`src/rtl/seg7_pkg.sv`:
```
// Seven-segment encoding shared by the scan display and its counter.
package seg7_pkg;

    // Active-low segment codes, bit0 = a .. bit6 = g, bit7 = dp (off).
    localparam logic [7:0] SEG_0     = 8'hC0;
    localparam logic [7:0] SEG_1     = 8'hF9;
    localparam logic [7:0] SEG_2     = 8'hA4;
    localparam logic [7:0] SEG_3     = 8'hB0;
    localparam logic [7:0] SEG_4     = 8'h99;
    localparam logic [7:0] SEG_5     = 8'h92;
    localparam logic [7:0] SEG_6     = 8'h82;
    localparam logic [7:0] SEG_7     = 8'hF8;
    localparam logic [7:0] SEG_8     = 8'h80;
    localparam logic [7:0] SEG_9     = 8'h90;
    localparam logic [7:0] SEG_BLANK = 8'hFF;

    // AND mask that lights the decimal point (active low).
    localparam logic [7:0] SEG_DP_ON = 8'h7F;

    // Pattern selector values shown on the optional pattern digit.
    localparam logic [1:0] PAT_GLIDER  = 2'd0;
    localparam logic [1:0] PAT_BLINKER = 2'd1;
    localparam logic [1:0] PAT_BEACON  = 2'd2;
    localparam logic [1:0] PAT_USER    = 2'd3;

    // Anode bus width on the board.
    localparam int MAX_DIGITS = 8;

    // BCD digit to segment code; anything above 9 shows as blank.
    function automatic logic [7:0] bcd_to_seg(input logic [3:0] d);
        logic [7:0] s;
        case (d)
            4'd0:    s = SEG_0;
            4'd1:    s = SEG_1;
            4'd2:    s = SEG_2;
            4'd3:    s = SEG_3;
            4'd4:    s = SEG_4;
            4'd5:    s = SEG_5;
            4'd6:    s = SEG_6;
            4'd7:    s = SEG_7;
            4'd8:    s = SEG_8;
            4'd9:    s = SEG_9;
            default: s = SEG_BLANK;
        endcase
        return s;
    endfunction

endpackage

```
`src/rtl/seg7_scan_counter_if.sv`:
```
// Bundle between the generation logic / board pins and the scan counter.
interface seg7_scan_counter_if #(
    parameter int N_DIGITS = 4
);
    logic                    gen_tick;
    logic                    clr;
    logic [1:0]              pattern_id;
    logic [4*N_DIGITS-1:0]   count_bcd;
    logic                    ovf;
    logic [7:0]              anode;
    logic [7:0]              cathode;

    // Driver side: the generation engine plus whatever reads the display.
    modport master (
        output gen_tick, clr, pattern_id,
        input  count_bcd, ovf, anode, cathode
    );

    // The scan counter itself.
    modport slave (
        input  gen_tick, clr, pattern_id,
        output count_bcd, ovf, anode, cathode
    );
endinterface

```
`src/rtl/seg7_scan_counter_bcd_counter.sv`:
```
// N-digit decimal counter with ripple carry, wrap or saturate on overflow.
module bcd_counter #(
    parameter int N_DIGITS = 4,
    parameter int WRAP     = 1
) (
    input  logic                  clk,
    input  logic                  rst_n,
    input  logic                  inc,
    input  logic                  clr,
    output logic [4*N_DIGITS-1:0] q,
    output logic                  ovf
);

    logic [N_DIGITS-1:0][3:0] q_q, q_d, q_inc;
    logic                     ovf_q, ovf_d;
    logic                     carry;
    logic                     all_nines;

    // Decimal +1 with ripple carry; also detect the all-9s terminal value.
    always_comb begin
        q_inc     = q_q;
        carry     = 1'b1;
        all_nines = 1'b1;
        for (int k = 0; k < N_DIGITS; k++) begin
            all_nines = all_nines & (q_q[k] == 4'd9);
            if (carry) begin
                if (q_q[k] == 4'd9) begin
                    q_inc[k] = 4'd0;
                end else begin
                    q_inc[k] = q_q[k] + 4'd1;
                    carry    = 1'b0;
                end
            end
        end
    end

    // Next count/flag: clear wins; overflow either wraps with a pulse or holds sticky.
    always_comb begin
        q_d   = q_q;
        ovf_d = (WRAP != 0) ? 1'b0 : ovf_q;
        if (clr) begin
            q_d   = '0;
            ovf_d = 1'b0;
        end else if (inc) begin
            if (all_nines) begin
                ovf_d = 1'b1;
                if (WRAP != 0) q_d = '0;
            end else begin
                q_d = q_inc;
            end
        end
    end

    // Count and overflow registers.
    always_ff @(posedge clk or negedge rst_n) begin
        if (!rst_n) begin
            q_q   <= '0;
            ovf_q <= 1'b0;
        end else begin
            q_q   <= q_d;
            ovf_q <= ovf_d;
        end
    end

    assign q   = q_q;
    assign ovf = ovf_q;

endmodule

```
`src/rtl/seg7_scan_counter.sv`:
```
// Multiplexed seven-segment driver for the generation count and pattern ID.
module seg7_scan_counter
    import seg7_pkg::*;
#(
    parameter int N_DIGITS    = 4,
    parameter int REFRESH_DIV = 100000,
    parameter int BLANK_CYC   = 16,
    parameter int WRAP        = 1,
    parameter int SHOW_PAT    = 1,
    parameter int LZ_BLANK    = 1
) (
    input  logic               clk,
    input  logic               rst_n,
    seg7_scan_counter_if.slave bus
);

    // Number of scanned slots and divider width.
    localparam int              S         = N_DIGITS + ((SHOW_PAT != 0) ? 1 : 0);
    localparam int              DW        = (REFRESH_DIV > 2) ? $clog2(REFRESH_DIV) : 1;
    localparam logic [DW-1:0]   DIV_LAST  = DW'(REFRESH_DIV - 1);
    localparam logic [2:0]      SLOT_LAST = 3'(S - 1);
    localparam logic [2:0]      SLOT_PAT  = 3'(N_DIGITS);

    logic [4*N_DIGITS-1:0]    count;
    logic                     ovf;

    logic [DW-1:0]            div_q, div_d;
    logic [2:0]               slot_q, slot_d;
    logic [N_DIGITS-1:0][3:0] frame_q, frame_d;
    logic [7:0]               anode_q, anode_d;
    logic [7:0]               cathode_q, cathode_d;

    logic                     in_blank;
    logic                     is_pat;
    logic                     zero_acc;
    logic [N_DIGITS-1:0]      lz_mask;
    logic [3:0]               cur_digit;
    logic                     cur_lz;

    bcd_counter #(
        .N_DIGITS (N_DIGITS),
        .WRAP     (WRAP)
    ) u_cnt (
        .clk   (clk),
        .rst_n (rst_n),
        .inc   (bus.gen_tick),
        .clr   (bus.clr),
        .q     (count),
        .ovf   (ovf)
    );

    // Refresh divider, slot pointer, and per-frame snapshot of the count.
    always_comb begin
        div_d   = div_q + DW'(1);
        slot_d  = slot_q;
        frame_d = frame_q;
        if (div_q == DIV_LAST) begin
            div_d = '0;
            if (slot_q == SLOT_LAST) begin
                slot_d  = 3'd0;
                frame_d = count;
            end else begin
                slot_d = slot_q + 3'd1;
            end
        end
    end

    // Anti-ghosting window at the start of every slot.
    generate
        if (BLANK_CYC > 0) begin : g_blank
            assign in_blank = (div_q < DW'(BLANK_CYC));
        end else begin : g_noblank
            assign in_blank = 1'b0;
        end
    endgenerate

    // Leading-zero mask: digit k is suppressed when it and every digit above are zero.
    always_comb begin
        zero_acc = 1'b1;
        lz_mask  = '0;
        for (int k = N_DIGITS - 1; k >= 0; k--) begin
            zero_acc = zero_acc & (frame_q[k] == 4'd0);
            if (k > 0 && LZ_BLANK != 0) lz_mask[k] = zero_acc;
        end
    end

    // Pick the latched digit for the current slot.
    always_comb begin
        cur_digit = 4'd0;
        cur_lz    = 1'b0;
        for (int k = 0; k < N_DIGITS; k++) begin
            if (slot_q == 3'(k)) begin
                cur_digit = frame_q[k];
                cur_lz    = lz_mask[k];
            end
        end
    end

    assign is_pat = (SHOW_PAT != 0) && (slot_q == SLOT_PAT);

    // Next anode/cathode from the current divider/slot state.
    always_comb begin
        anode_d   = 8'hFF;
        cathode_d = SEG_BLANK;
        if (!in_blank) begin
            anode_d = ~(8'b1 << slot_q);
            if (is_pat) begin
                cathode_d = bcd_to_seg({2'b00, bus.pattern_id}) & SEG_DP_ON;
            end else if (!cur_lz) begin
                cathode_d = bcd_to_seg(cur_digit);
            end
        end
    end

    // Scan state and registered display outputs.
    always_ff @(posedge clk or negedge rst_n) begin
        if (!rst_n) begin
            div_q     <= '0;
            slot_q    <= 3'd0;
            frame_q   <= '0;
            anode_q   <= 8'hFF;
            cathode_q <= SEG_BLANK;
        end else begin
            div_q     <= div_d;
            slot_q    <= slot_d;
            frame_q   <= frame_d;
            anode_q   <= anode_d;
            cathode_q <= cathode_d;
        end
    end

    assign bus.count_bcd = count;
    assign bus.ovf       = ovf;
    assign bus.anode     = anode_q;
    assign bus.cathode   = cathode_q;

endmodule

```
`src/flat_wrapper.sv`:
```
// flat-port wrapper written by rule: the top's interface ports become plain ports
module seg7_scan_counter_flat import seg7_pkg::*;
#(
    parameter int N_DIGITS    = 4,
    parameter int REFRESH_DIV = 100000,
    parameter int BLANK_CYC   = 16,
    parameter int WRAP        = 1,
    parameter int SHOW_PAT    = 1,
    parameter int LZ_BLANK    = 1
)
  (clk, rst_n, bus_gen_tick, bus_clr, bus_pattern_id, bus_count_bcd, bus_ovf, bus_anode, bus_cathode);
  seg7_scan_counter_if #(.N_DIGITS(N_DIGITS)) bus_i ();
  input  logic clk;
  input  logic rst_n;
  input wire logic [$bits(bus_i.gen_tick)-1:0] bus_gen_tick;
  input wire logic [$bits(bus_i.clr)-1:0] bus_clr;
  input wire logic [$bits(bus_i.pattern_id)-1:0] bus_pattern_id;
  output wire logic [$bits(bus_i.count_bcd)-1:0] bus_count_bcd;
  output wire logic [$bits(bus_i.ovf)-1:0] bus_ovf;
  output wire logic [$bits(bus_i.anode)-1:0] bus_anode;
  output wire logic [$bits(bus_i.cathode)-1:0] bus_cathode;
  assign bus_i.gen_tick = bus_gen_tick;
  assign bus_i.clr = bus_clr;
  assign bus_i.pattern_id = bus_pattern_id;
  assign bus_count_bcd = bus_i.count_bcd;
  assign bus_ovf = bus_i.ovf;
  assign bus_anode = bus_i.anode;
  assign bus_cathode = bus_i.cathode;
  seg7_scan_counter #(.N_DIGITS(N_DIGITS), .REFRESH_DIV(REFRESH_DIV), .BLANK_CYC(BLANK_CYC), .WRAP(WRAP), .SHOW_PAT(SHOW_PAT), .LZ_BLANK(LZ_BLANK)) u_core (.clk(clk), .rst_n(rst_n), .bus(bus_i));
endmodule
```
`config.mk`:
```
export PLATFORM = sky130hd
export DESIGN_NAME = seg7_scan_counter_flat
export DESIGN_NICKNAME = d
export VERILOG_FILES = /design/src/rtl/seg7_pkg.sv /design/src/rtl/seg7_scan_counter_if.sv /design/src/rtl/seg7_scan_counter_bcd_counter.sv /design/src/rtl/seg7_scan_counter.sv /design/src/flat_wrapper.sv
export SDC_FILE = /design/constraint.sdc
export NUM_CORES = 1
export LEC_CHECK = 0
export ABC_AREA = 1
export CAP_MARGIN = 10
export CORE_MARGIN = 10
export CORE_UTILIZATION = 60
export DETAILED_ROUTE_END_ITERATION = 10
export PLACE_DENSITY = 0.91
export REMOVE_ABC_BUFFERS = 1
export SYNTH_ARGS = -nofsm -noshare
export SYNTH_HDL_FRONTEND = slang
export SYNTH_SLANG_ARGS = --single-unit
```
`constraint.sdc`:
```
create_clock -name clk -period 5.8 [get_ports clk]
set_input_delay 0.87 -clock clk [delete_from_list [all_inputs] [get_ports clk]]
set_output_delay 0.87 -clock clk [all_outputs]
set_load 0.005 [all_outputs]
```
==> flow_metrics.env <==
export IMPL_mostFrequentLayoutCells="115 x nand2_1, 65 x inv_1, 53 x dfrtp_1"
export IMPL_place_hpwl_um=5630
export IMPL_crit_path_end_kind="flip-flop"
export IMPL_clkPwrFrac=0.367
export IMPL_status="completed"
export IMPL_cts_tree="yes"
export IMPL_synth_ff_type="dfrtp_1"
export IMPL_yosys_cell_types_count=37
export IMPL_io_pins=39
export IMPL_die_height_um=98.0
export IMPL_leakagePower_nw=2.13
export IMPL_drc=0
export IMPL_fin_crit_ns=2.33
export IMPL_maxSlewHeadroom=0.440
export IMPL_core_um2=5920
export IMPL_hold_path_depth=1
export IMPL_clock_fmax_mhz=429
export IMPL_swShare=0.263
export IMPL_hold_end="u_core.div_q[0]"
export IMPL_cp_slowest_cell="dfrtp_1"
export IMPL_finalSetupTns_ns=0
export IMPL_path_clk_slew_ns=0.07
export IMPL_cts_made_buffers=9
export IMPL_place_gp_congestion=0.911
export IMPL_cp_start_kind="flip-flop"
export IMPL_p_sw_mw=0.309
export IMPL_grt_usage=0.167
export IMPL_rsz0062_at_grt="no"
export IMPL_cp_arrival_ns=2.59
export IMPL_grt_max_degree=69
export IMPL_dieArea_um2=9600
export IMPL_p_seq_frac=0.472
export IMPL_critical_path_class="flip-flop to flip-flop"
export IMPL_grt_pass1_vias=3058
export IMPL_p_comb_frac=0.161
export IMPL_irDropWorstVdd_uv=230
export IMPL_synth_cells=456
export IMPL_antenna_found_initial=0
export IMPL_chipWidth_um=98.0
export IMPL_rows=28
export IMPL_cp_required_ns=6.06
export IMPL_final_common_cell="nand2_1"
export IMPL_yosysSeqAreaShare=0.472
export IMPL_syn_avg_cell_area_um2=8.00
export IMPL_synth_enable_flop_cells=0
export IMPL_ys_ff_latch=68
export IMPL_crit_reg2reg_launch="u_core.slot_q[2]"
export IMPL_routed_wl_um=7800
export IMPL_clock_latency_ns=0.34
export IMPL_synth_warnings=0
export IMPL_power_density_nw_per_um2=273
export IMPL_async_flop_share=1.00
export IMPL_post_place_cells=563
export IMPL_drt_iter0_markers=163
export IMPL_ant_nets=0
export IMPL_cts_path_max_buffers=2
export IMPL_setup_viol=0
export IMPL_cp_max_fo=9
export IMPL_hold_ws_ns=0.469
export IMPL_r2r_end="u_core.bus.cathode[1]"
export IMPL_vias=3111
export IMPL_grt_overflow=0
export IMPL_regToRegSetupSlack_ns=3.47
export IMPL_fin_skew_ns=0.0106
export IMPL_hold_path_class="flip-flop to flip-flop"
export IMPL_slew_violations=0
export IMPL_io_buffers=38
export IMPL_worstMarginPinSlew_ns=0.838
export IMPL_syn_area_um2=3650
export IMPL_grt_pass1_wl_um=13600
export IMPL_start_util=0.616
export IMPL_drt_pass1_iter_count=5
export IMPL_ctsRootBufferMaster="clkbuf_8"
export IMPL_hp_start="u_core.div_q[0]"
export IMPL_hold_viol=0
export IMPL_post_cts_buffers=0
export IMPL_routedWlPerCell_um=13.5
export IMPL_cts_sinks=68
export IMPL_cts_max_level=3
export IMPL_ctsHoldBuffers=0
export IMPL_num_antenna_cells=0
export IMPL_viasPerCell=5.38
export IMPL_cp_common_cell="inv_1"
export IMPL_cpPeakStageDelay_ns=0.54
export IMPL_worstRegToRegCells=12
export IMPL_cts_resized=0
export IMPL_internal_power_mw=0.865
export IMPL_area_growth_syn_to_layout_pct=17.9
export IMPL_finalCritPeriodShare=0.402
export IMPL_cap_violations=0
export IMPL_instances_no_fill=578
export IMPL_final_nets=521
export IMPL_drive_above_1_share=0.125
export IMPL_path_cells="inv_2 -> ha_1 -> inv_1 -> nand2_1 -> inv_2 -> a21oi_4 -> inv_1 -> ha_1 -> inv_1 -> o21ai_0 -> o21ai_1 -> inv_1"
export IMPL_fillerInstances=440
-- through the flow --
step | total power, mW | instance area, um2 | utilization | setup WS [ns]
finish | 1.17 | 4300 | 0.727 | 3.47
global route | 1.24 | 4300 | 0.727 | 3.27
CTS | 1.18 | 4300 | 0.727 | 3.48
detailed placement | 0.748 | 4080 | 0.689 | 3.29
global placement | 0.743 | 4080 | 0.689 | 3.38
floorplan | 0.635 | 3600 | - | 3.78
-- cell usage after synthesis (all sizes together), types with 7 or more instances --
| cell | count | share of area |
|---|---|---|
| nand2 | 122 | 0.13 |
| inv | 75 | 0.077 |
| dfrtp | 53 | 0.36 |
| nor2 | 50 | 0.061 |
| o21ai | 35 | 0.048 |
| nand3 | 33 | 0.048 |
| ha | 16 | 0.055 |
| dfstp | 15 | 0.11 |
| a21oi | 13 | 0.024 |
| nand4 | 9 | 0.015 |
| buf | 7 | 0.013 |
| nor3 | 7 | 0.012 |
-- logic make-up (layout without fill, tap and decap cells) --
logic type | after synthesis | count (layout) | share of synthesized area
AOI/OAI and AO/OA | 57 | 57 | 0.0909
adders and majority gates | 16 | 16 | 0.0549
buffers and inverters | 83 | 130 | 0.0912
and+or+nand+nor | 227 | 227 | 0.279
xor gates and xnor gates | 5 | 5 | 0.0120
DFF | 68 | 68 | 0.472
-- flip-flops by register name (all words and copies together) (netlist names) --
name and cells:
u_core.div_q 17, u_core.u_cnt.q 16, u_core.bus.anode 7, u_core.u_cnt.ovf 1
u_core.frame_q 16, u_core.bus.cathode 8, u_core.slot_q 3
-- worst max path at each step --
stage	start	endpoint	slack, ns
3_3_place_gp	bus_clr	u_core.u_cnt.q[11]	3.38
3_5_place_dp	bus_clr	u_core.u_cnt.q[11]	3.29
5_1_grt	u_core.slot_q[2]	u_core.bus.cathode[1]	3.27
4_1_cts	u_core.slot_q[2]	u_core.bus.cathode[1]	3.48
6_report	u_core.slot_q[2]	u_core.bus.cathode[1]	3.47
2_1_floorplan	u_core.slot_q[2]	u_core.bus.cathode[3]	3.78
-- power groups by stage --
| stage | logic, mW | registers, mW | clock network [mW] |
|---|---|---|---|
| CTS | 0.194 | 0.553 | 0.438 |
| global route | 0.219 | 0.561 | 0.460 |
| floorplan | 0.0815 | 0.553 | 0 |
| global placement | 0.186 | 0.557 | 0 |
| detailed placement | 0.188 | 0.560 | 0 |
| finish | 0.189 | 0.554 | 0.432 |
-- critical path, delay by kind of cell, from the launching register on --
kind / cells / cell delay [ns]
AO/OA/AOI/OAI: 3 / 0.46
adder cells (fa/ha/maj): 2 / 0.58
buffers and inverters: 6 / 0.56
flip-flops: 1 / 0.54
AND/OR/NAND/NOR: 1 / 0.10
-- cell type report --
type | instances | area, um2 | area share
flip-flops and latches | 68 | 1720 | 0.400
clock inverters | 4 | 72.6 | 0.0169
repair buffers | 39 | 383 | 0.0890
clock buffers | 11 | 151 | 0.0352
well taps | 75 | 93.8 | 0.0218
multi-input cells | 305 | 1600 | 0.371
inverters | 76 | 287 | 0.0666
-- routing by layer --
layer | share of wire | track usage | up-vias
met5 | 0 | 0 | -
met4 | 0.023 | 0.0660 | 0
met3 | 0.068 | 0.0620 | 17
met2 | 0.48 | 0.279 | 87
met1 | 0.43 | 0.188 | 1474
li1 | - | - | 1533
Note: power is estimated with default switching activity, not from simulation.
